`config.mk`:
```
export PLATFORM = sky130hd
export DESIGN_NAME = pontuacao_flat
export DESIGN_NICKNAME = d
export VERILOG_FILES = /design/src/rtl/pontuacao_pkg.sv /design/src/rtl/pontuacao_if.sv /design/src/rtl/pontuacao_acc.sv /design/src/rtl/pontuacao.sv /design/src/flat_wrapper.sv
export SDC_FILE = /design/constraint.sdc
export NUM_CORES = 1
export LEC_CHECK = 0
export ABC_AREA = 0
export CORE_MARGIN = 8
export CORE_UTILIZATION = 38
export DETAILED_ROUTE_END_ITERATION = 16
export GPL_TIMING_DRIVEN = 0
export HOLD_SLACK_MARGIN = 0.03
export MAX_ROUTING_LAYER = met4
export PLACE_DENSITY = 0.86
export SLEW_MARGIN = 40
export SYNTH_ARGS = -nofsm -noshare
export SYNTH_HDL_FRONTEND = slang
export SYNTH_SLANG_ARGS = --single-unit
```
`constraint.sdc`:
```
create_clock -name clk -period 6.1 [get_ports clk]
set_clock_uncertainty 0.15 [all_clocks]
set_input_delay 1.22 -clock clk [delete_from_list [all_inputs] [get_ports clk]]
set_output_delay 1.22 -clock clk [all_outputs]
set_load 0.005 [all_outputs]
```
`src/rtl/pontuacao_pkg.sv`:
```
// Shared definitions for the Batalha Naval score unit.
//   - cell codes stored in each 2-bit board cell
//   - FSM state encoding
//   - board / score geometry constants
//   - cell_at(): extracts cell idx from a packed board
package pontuacao_pkg;

    localparam int unsigned N_CELLS = 32;
    localparam int unsigned CELL_W  = 2;
    localparam int unsigned ADDR_W  = $clog2(N_CELLS);
    localparam int unsigned SCORE_W = 4;
    localparam int unsigned MEM_W   = N_CELLS * CELL_W;

    localparam logic [ADDR_W-1:0] LAST_ADDR = ADDR_W'(N_CELLS - 1);

    typedef enum logic [CELL_W-1:0] {
        AGUA           = 2'b00,
        NAVIO          = 2'b01,
        TIRO_AGUA      = 2'b10,
        NAVIO_ATINGIDO = 2'b11
    } cell_t;

    typedef enum logic [1:0] {
        IDLE = 2'b00,
        SCAN = 2'b01,
        DONE = 2'b10
    } state_t;

    function automatic cell_t cell_at(input logic [MEM_W-1:0] mem,
                                      input logic [ADDR_W-1:0] idx);
        return cell_t'(mem[idx*CELL_W +: CELL_W]);
    endfunction

endpackage

```
`src/rtl/pontuacao_if.sv`:
```
// Bus between the game-memory side and the score unit.
//   enable       : start request (master -> slave)
//   memoriaP1/P2 : packed 32x2-bit boards (master -> slave)
//   ready        : scores valid (slave -> master)
//   pontuacao_P1 : hits landed on the P2 board (slave -> master)
//   pontuacao_P2 : hits landed on the P1 board (slave -> master)
//   addr         : cell currently examined (slave -> master)
interface pontuacao_if;
    import pontuacao_pkg::*;

    logic               enable;
    logic [MEM_W-1:0]   memoriaP1;
    logic [MEM_W-1:0]   memoriaP2;
    logic               ready;
    logic [SCORE_W-1:0] pontuacao_P1;
    logic [SCORE_W-1:0] pontuacao_P2;
    logic [ADDR_W-1:0]  addr;

    modport master (
        output enable, memoriaP1, memoriaP2,
        input  ready, pontuacao_P1, pontuacao_P2, addr
    );

    modport slave (
        input  enable, memoriaP1, memoriaP2,
        output ready, pontuacao_P1, pontuacao_P2, addr
    );

endinterface

```
`src/rtl/pontuacao_acc.sv`:
```
// Saturating hit accumulator, one per player.
//   clk, reset : clock, asynchronous active-high reset
//   clear      : zero the count (wins over inc)
//   inc        : add one, sticking at all-ones
//   count_next : value the register takes at the next edge; lets the
//                caller capture a total that includes the current cell
module pontuacao_acc
    import pontuacao_pkg::*;
#(
    parameter int unsigned WIDTH = SCORE_W
) (
    input  logic             clk,
    input  logic             reset,
    input  logic             clear,
    input  logic             inc,
    output logic [WIDTH-1:0] count_next
);

    logic [WIDTH-1:0] count;

    always_comb begin
        count_next = count;
        if (clear)
            count_next = '0;
        else if (inc && (count != '1))
            count_next = count + 1'b1;
    end

    always_ff @(posedge clk or posedge reset) begin
        if (reset)
            count <= '0;
        else
            count <= count_next;
    end

endmodule

```
`src/rtl/pontuacao.sv`:
```
// Batalha Naval score unit. On enable, walks both boards one cell per
// clock and counts NAVIO_ATINGIDO cells; a player's score is the hits
// found on the opponent's board.
//   clk, reset : clock, asynchronous active-high reset
//   bus        : pontuacao_if slave (enable, boards in; ready, scores,
//                addr out). All outputs are registered.
module pontuacao
    import pontuacao_pkg::*;
(
    input  logic         clk,
    input  logic         reset,
    pontuacao_if.slave   bus
);

    state_t             state;
    logic [ADDR_W-1:0]  addr_q;
    logic               ready_q;
    logic [SCORE_W-1:0] score1_q;
    logic [SCORE_W-1:0] score2_q;

    logic               acc_clear;
    logic               hit1;
    logic               hit2;
    logic [SCORE_W-1:0] acc1_next;
    logic [SCORE_W-1:0] acc2_next;

    // Accumulators are cleared on the edge that starts a scan, so a scan
    // always begins from zero regardless of what the previous one left.
    always_comb begin
        acc_clear = (state != SCAN) && bus.enable;
        hit1      = (state == SCAN) &&
                    (cell_at(bus.memoriaP2, addr_q) == NAVIO_ATINGIDO);
        hit2      = (state == SCAN) &&
                    (cell_at(bus.memoriaP1, addr_q) == NAVIO_ATINGIDO);
    end

    pontuacao_acc #(.WIDTH(SCORE_W)) u_acc_p1 (
        .clk        (clk),
        .reset      (reset),
        .clear      (acc_clear),
        .inc        (hit1),
        .count_next (acc1_next)
    );

    pontuacao_acc #(.WIDTH(SCORE_W)) u_acc_p2 (
        .clk        (clk),
        .reset      (reset),
        .clear      (acc_clear),
        .inc        (hit2),
        .count_next (acc2_next)
    );

    always_ff @(posedge clk or posedge reset) begin
        if (reset) begin
            state    <= IDLE;
            addr_q   <= '0;
            ready_q  <= 1'b0;
            score1_q <= '0;
            score2_q <= '0;
        end else begin
            case (state)
                IDLE: begin
                    if (bus.enable) begin
                        addr_q <= '0;
                        state  <= SCAN;
                    end
                end
                SCAN: begin
                    if (addr_q == LAST_ADDR) begin
                        // acc*_next already includes the last cell
                        score1_q <= acc1_next;
                        score2_q <= acc2_next;
                        ready_q  <= 1'b1;
                        addr_q   <= '0;
                        state    <= DONE;
                    end else begin
                        addr_q <= addr_q + 1'b1;
                    end
                end
                DONE: begin
                    if (bus.enable) begin
                        ready_q <= 1'b0;
                        addr_q  <= '0;
                        state   <= SCAN;
                    end
                end
                default: begin
                    state   <= IDLE;
                    addr_q  <= '0;
                    ready_q <= 1'b0;
                end
            endcase
        end
    end

    assign bus.ready        = ready_q;
    assign bus.pontuacao_P1 = score1_q;
    assign bus.pontuacao_P2 = score2_q;
    assign bus.addr         = addr_q;

endmodule

```
`src/flat_wrapper.sv`:
```
// flat-port wrapper written by rule: the top's interface ports become plain ports
module pontuacao_flat import pontuacao_pkg::*;
  (clk, reset, bus_enable, bus_memoriaP1, bus_memoriaP2, bus_ready, bus_pontuacao_P1, bus_pontuacao_P2, bus_addr);
  pontuacao_if bus_i ();
  input  logic clk;
  input  logic reset;
  input wire logic [$bits(bus_i.enable)-1:0] bus_enable;
  input wire logic [$bits(bus_i.memoriaP1)-1:0] bus_memoriaP1;
  input wire logic [$bits(bus_i.memoriaP2)-1:0] bus_memoriaP2;
  output wire logic [$bits(bus_i.ready)-1:0] bus_ready;
  output wire logic [$bits(bus_i.pontuacao_P1)-1:0] bus_pontuacao_P1;
  output wire logic [$bits(bus_i.pontuacao_P2)-1:0] bus_pontuacao_P2;
  output wire logic [$bits(bus_i.addr)-1:0] bus_addr;
  assign bus_i.enable = bus_enable;
  assign bus_i.memoriaP1 = bus_memoriaP1;
  assign bus_i.memoriaP2 = bus_memoriaP2;
  assign bus_ready = bus_i.ready;
  assign bus_pontuacao_P1 = bus_i.pontuacao_P1;
  assign bus_pontuacao_P2 = bus_i.pontuacao_P2;
  assign bus_addr = bus_i.addr;
  pontuacao u_core (.clk(clk), .reset(reset), .bus(bus_i));
endmodule
```
Word level (Yosys, flattened, before mapping)
Index checks and enable logic that the tools add are counted.
Operators by class
  shifts and indexed selects: 2
  eq/ne operators: 11
  add/sub/neg operators: 3
  multiplexer cells: 13
  divide/modulo/power cells: 0
  bitwise gates (word level): 1
  reductions and logical operators: 10
  multipliers: 0
  $lt $le $gt $ge: 0
Operators by type and width (number)
  $shiftx A64 B7 Y2: 2
  $mux W4: 4
  $mux W5: 2
  $pmux W5 S2: 1
  $add A4 B1 Y4 const B: 2
  $ne A4 B4 Y1 const B: 2
  $eq A2 B2 Y1 const B: 3
  $add A5 B1 Y5 const B: 1
  $eq A5 B5 Y1 const B: 1
  $logic_and A1 B1 Y1: 5
  $mux W2: 2
  $ne A2 B1 Y1 const B: 2
  $ne A2 B2 Y1 const B: 2
  $pmux W2 S2: 1
  $reduce_and A2 Y1: 2
  $pmux W1 S3: 1
  $reduce_and A3 Y1: 1
  $eq A2 B1 Y1 const B: 1
  $logic_not A2 Y1: 1
  $mux W1: 2
  $reduce_or A2 Y1: 1
  $not A1 Y1: 1
Word-level totals
  word-level logic and storage cells: 47
  input port bits: 131
  output and inout port bits: 14
  memories: 0
  memory bits (read-only): 0
  bits in latches: 0
  RAM bits: 0
  register bits after elaboration: 24

Longest topological paths before layout
  depth in word-level cells: 6
  gate-level depth with buffers: 11
  gate-level depth less buffers: 8

Modules after synthesis
A second synthesis with hierarchy kept.
Second synthesis, totals
  cells, all modules: 240
  area total of the unflattened synthesis: 1971.9 um^2
By module, submodules not included
  pontuacao: sequential area each 400.4 um^2, area an instance 1506.4 um^2, cells each 198, instances 1
  pontuacao_acc: sequential area each 100.1 um^2, area an instance 232.7 um^2, cells each 21, instances 2

Least setup slack after synthesis
No wires, ideal clock.
  path type: input to register
  start point: input bus_memoriaP1[29]
  end point: register u_core.score2_q[2], in the netlist u_core.bus.pontuacao_P2[2]
  setup slack: 3146 ps
  cell stages on the path: 7
  setup time: 69 ps
  path buffers: 0
  arrival time: 2735 ps
  required time: 5881 ps
  path through: and3b_1 -> o22ai_1 -> a2111o_1 -> nor4_2 -> a221oi_2 -> or4_1 -> nand3_1
On the way
  longest elaborated chain between the ends: 6
RTL lines
  from (decl): RTL line flat_wrapper.sv:8  | input wire logic [$bits(bus_i.memoriaP1)-1:0] bus_memoriaP1;
  $shiftx A64 B7 Y2: RTL line pontuacao_pkg.sv:31  | return cell_t'(mem[idx*CELL_W +: CELL_W]);
  $eq A2 B2 Y1: RTL line pontuacao.sv:34  | (cell_at(bus.memoriaP1, addr_q) == NAVIO_ATINGIDO);
  $logic_and A1 B1 Y1: RTL line pontuacao.sv:33  | hit2 = (state == SCAN) &&
  $logic_and A1 B1 Y1: RTL line pontuacao_acc.sv:25  | else if (inc && (count != '1))
  $mux W4: RTL line pontuacao_acc.sv:25
  $mux W4: RTL line pontuacao_acc.sv:23  | if (clear)
  to (signal assigned): RTL line pontuacao.sv:72  | score2_q <= acc2_next;
  to (decl): RTL line pontuacao.sv:19  | logic [SCORE_W-1:0] score2_q;
No other way between the ends.
A chain may end at the register's enable or synchronous reset.

Worst setup path after layout
  start point: input bus_memoriaP1[18]
  end point: register u_core.score2_q[0], in the netlist u_core.bus.pontuacao_P2[0]
The elaborated chain is that of the path after synthesis.

==> flow_summary.toml <==
[outcome]
status = "finished, final reports clean"

[clock_network]
clk_latency_ns = 0.27
cts_resized = 0
clk_path_buf_depth = 2
htreeDepth = 1
tritoncts = "done"
clock-sinks = 24
clk_pin_slew_ns = 0.09
cts.repair_timing.setup_buffer_count = 0
cts_made_buffers = 3
hold_buffers = 0
cts_root_buf = "clkbuf_8"

[drt]
via_per_inst = 5.42
drt_pass1_iterations = 4
vias = 2597
wl_per_cell_um = 19.3
ant_nets = 0
drt_wl_total_um = 9270
drt_drc_violations_left = 0
drt_iter0_markers = 152

[grt]
grt_max_degree = 25
antenna_found_initial = 0
gr-usage-all-layers = 0.221
grt_overflow = 0
grt_pass1_vias = 2504
grt_pass1_wl_um = 13200

[synthesis]
syn_nets = 396
ys.flop_type = "dfrtp_1"
synth_edf_count = 0
synthArstFlopShare = 1.00
yosysSeqAreaShare = 0.293
syn_area_per_cell_um2 = 7.85
ys_seq_elements = 24
synth_cells = 261
syn-cell-area_um2 = 2050
yosysUniqueCellTypes = 58
ys_warn_count = 0

[critical_path]
worstPathArrival_ns = 3.44
cp.required_ns = 6.09
setup.worst_path.end_class = "register"
critPathKind = "input port to register"
crit_fanout = 10
startpoint_type = "input port"

[final_layout]
final_area_um2 = 3650
layout.nets = 545
area.sequential_um2 = 601
multiInputGateArea_um2 = 1340
drive_above_1_share = 0.0611
final_cell_count_no_fill = 479
nFillCells = 417
area_growth_pct = 78.1
diodes = 0

[place]
dp.cells = 475
place_area_um2 = 3580
dp_hpwl_um = 7840
gp_congestion = 0.899
io_buffers = 144

[min_path]
min_path_type = "register to register"

[floorplanning]
die_y_um = 89.4
chipWidth_um = 89.4
die_area_um2 = 8000
rows = 26
core_area_um2 = 5170
ios = 145
initial_utilization = 0.396

[timing]
tightest_slew_ns = 0.530
finalCritPeriodShare = 0.565
final_max_slew_viol_count = 0
setup_viol = 0
fin_tns_setup_ns = 0
rsz0062_at_grt = "false"
fmax_mhz = 290
finalCriticalPeriod_ns = 3.45
slew-limit-headroom = 0.638
hold_viol = 0
timing.hold.ws_ns = 0.346

[power]
power.density_nw_per_um2 = 357
p_leak_nw = 1.46
ir_worst_vdd_uv = 202

[flow_run]
maxCapViolCount = 0
==> placed cells by master (no fill, tap or decap), types with 4 or more instances in the layout <==
cell type,count
mux2i_1,4
dfrtp_1,24
ha_1,4
buf_2,7
nor2_1,12
a21oi_1,18
and3_1,8
o21ai_0,16
o21ai_1,9
nand2_1,42
nand2b_1,5
nand3b_1,4
nand3_1,26
inv_1,6
and3b_1,5
clkdlybuf4s50_1,144
o211ai_1,9
==> per-layer routing <==
| metal | vias to the layer above | routed length (um) | track usage |
|---|---|---|---|
| met2 | 113 | 4910 | 0.387 |
| met4 | 0 | 74 | 0.0468 |
| met3 | 10 | 695 | 0.0404 |
| met1 | 1203 | 3580 | 0.257 |
| li1 | 1271 | - | - |
| met5 | - | 0 | - |
==> cell families (layout without fill, tap and decap cells) <==
group | after synthesis | after routing | synth area share
fa+ha+maj | 4 | 4 | 0.0244
buf+inv | 21 | 169 | 0.0537
simple gates | 125 | 125 | 0.325
mux | 4 | 4 | 0.0195
flops | 24 | 24 | 0.293
xor+xnor | 3 | 3 | 0.0128
compound gates | 80 | 80 | 0.271
==> layout make-up <==
cell class	count	area share
clock buffer	3	0.0113
clock inverter	1	0.00823
multi-input combinational	216	0.367
sequential	24	0.165
buffer	14	0.0230
inverter	7	0.00720
timing repair buffer	144	0.395
tap	70	0.0240
==> synth_stat cells (2+ instances only) <==
cell type | instances | area [um2]
nand3b_1 | 4 | 30.0
inv_1 | 7 | 26.3
nand2b_1 | 5 | 31.3
xnor2_1 | 2 | 17.5
dfrtp_1 | 24 | 601
nand3_1 | 26 | 130
and3b_1 | 5 | 43.8
a21oi_2 | 2 | 17.5
and2_1 | 3 | 18.8
a2111oi_0 | 3 | 26.3
buf_2 | 7 | 35.0
o211ai_1 | 9 | 67.6
nor3_1 | 2 | 10.0
buf_6 | 2 | 22.5
clkbuf_1 | 2 | 7.51
a311oi_1 | 2 | 17.5
buf_4 | 2 | 15.0
nor4_1 | 3 | 18.8
o31ai_1 | 3 | 22.5
o2111ai_1 | 2 | 17.5
or3_1 | 2 | 12.5
a31oi_1 | 2 | 12.5
nor2_1 | 12 | 45.0
and3_1 | 8 | 50.1
ha_1 | 4 | 50.1
mux2i_1 | 4 | 40.0
o21ai_1 | 9 | 45.0
a21oi_1 | 18 | 90.1
o21ai_0 | 16 | 80.1
nand2_1 | 42 | 158
nor2b_1 | 2 | 12.5
==> through the flow <==
stage | utilization | setup slack, ns | total power [mW]
floorplan | - | 3.15 | 0.838
global placement | 0.692 | 2.47 | 1.13
detailed placement | 0.692 | 2.39 | 1.16
CTS | 0.706 | 2.67 | 1.30
global route | 0.706 | 2.51 | 1.41
finish | 0.706 | 2.65 | 1.30
==> flip-flops by register name, indices dropped and copies added (netlist names) <==
register                 cells
u_core.bus.ready             1
u_core.state                 2
u_core.u_acc_p1.count        4
u_core.u_acc_p2.count        4
u_core.bus.addr              5
u_core.bus.pontuacao_P1      4
u_core.bus.pontuacao_P2      4
==> worst paths after layout <==
check / from / end / cells after the start / slack, ns
max: bus_memoriaP1[18] / u_core.bus.pontuacao_P2[0] / 9 / 2.65
min: u_core.bus.pontuacao_P1[0] / u_core.bus.pontuacao_P1[0] / 2 / 0.35
max reg2reg: u_core.bus.addr[0] / u_core.bus.pontuacao_P2[0] / 9 / 3.30
min reg2reg: u_core.bus.pontuacao_P1[0] / u_core.bus.pontuacao_P1[0] / 2 / 0.35
max in group asynchronous: reset / u_core.u_acc_p1.count[3] / 2 / 4.33
min in group asynchronous: reset / u_core.bus.pontuacao_P2[1] / 2 / 1.14
==> where the power goes <==
part / leakage, nW / switching [mW] / internal [mW]
Combinational: 1.15 / 0.438 / 0.415
Clock: 0.0357 / 0.0509 / 0.0878
Sequential: 0.282 / 0.0829 / 0.228
==> worst max-delay path, stage by stage <==
cell and delay [ns]:
clkdlybuf4s50_1 0.40, and3_1 0.18, nor4_1 0.44, a2111o_1 0.21, nor4_2 0.06, a221oi_2 0.33, buf_2 0.29, xor2_1 0.21
o21ai_1 0.09
Note: power is estimated with default switching activity, not from simulation.
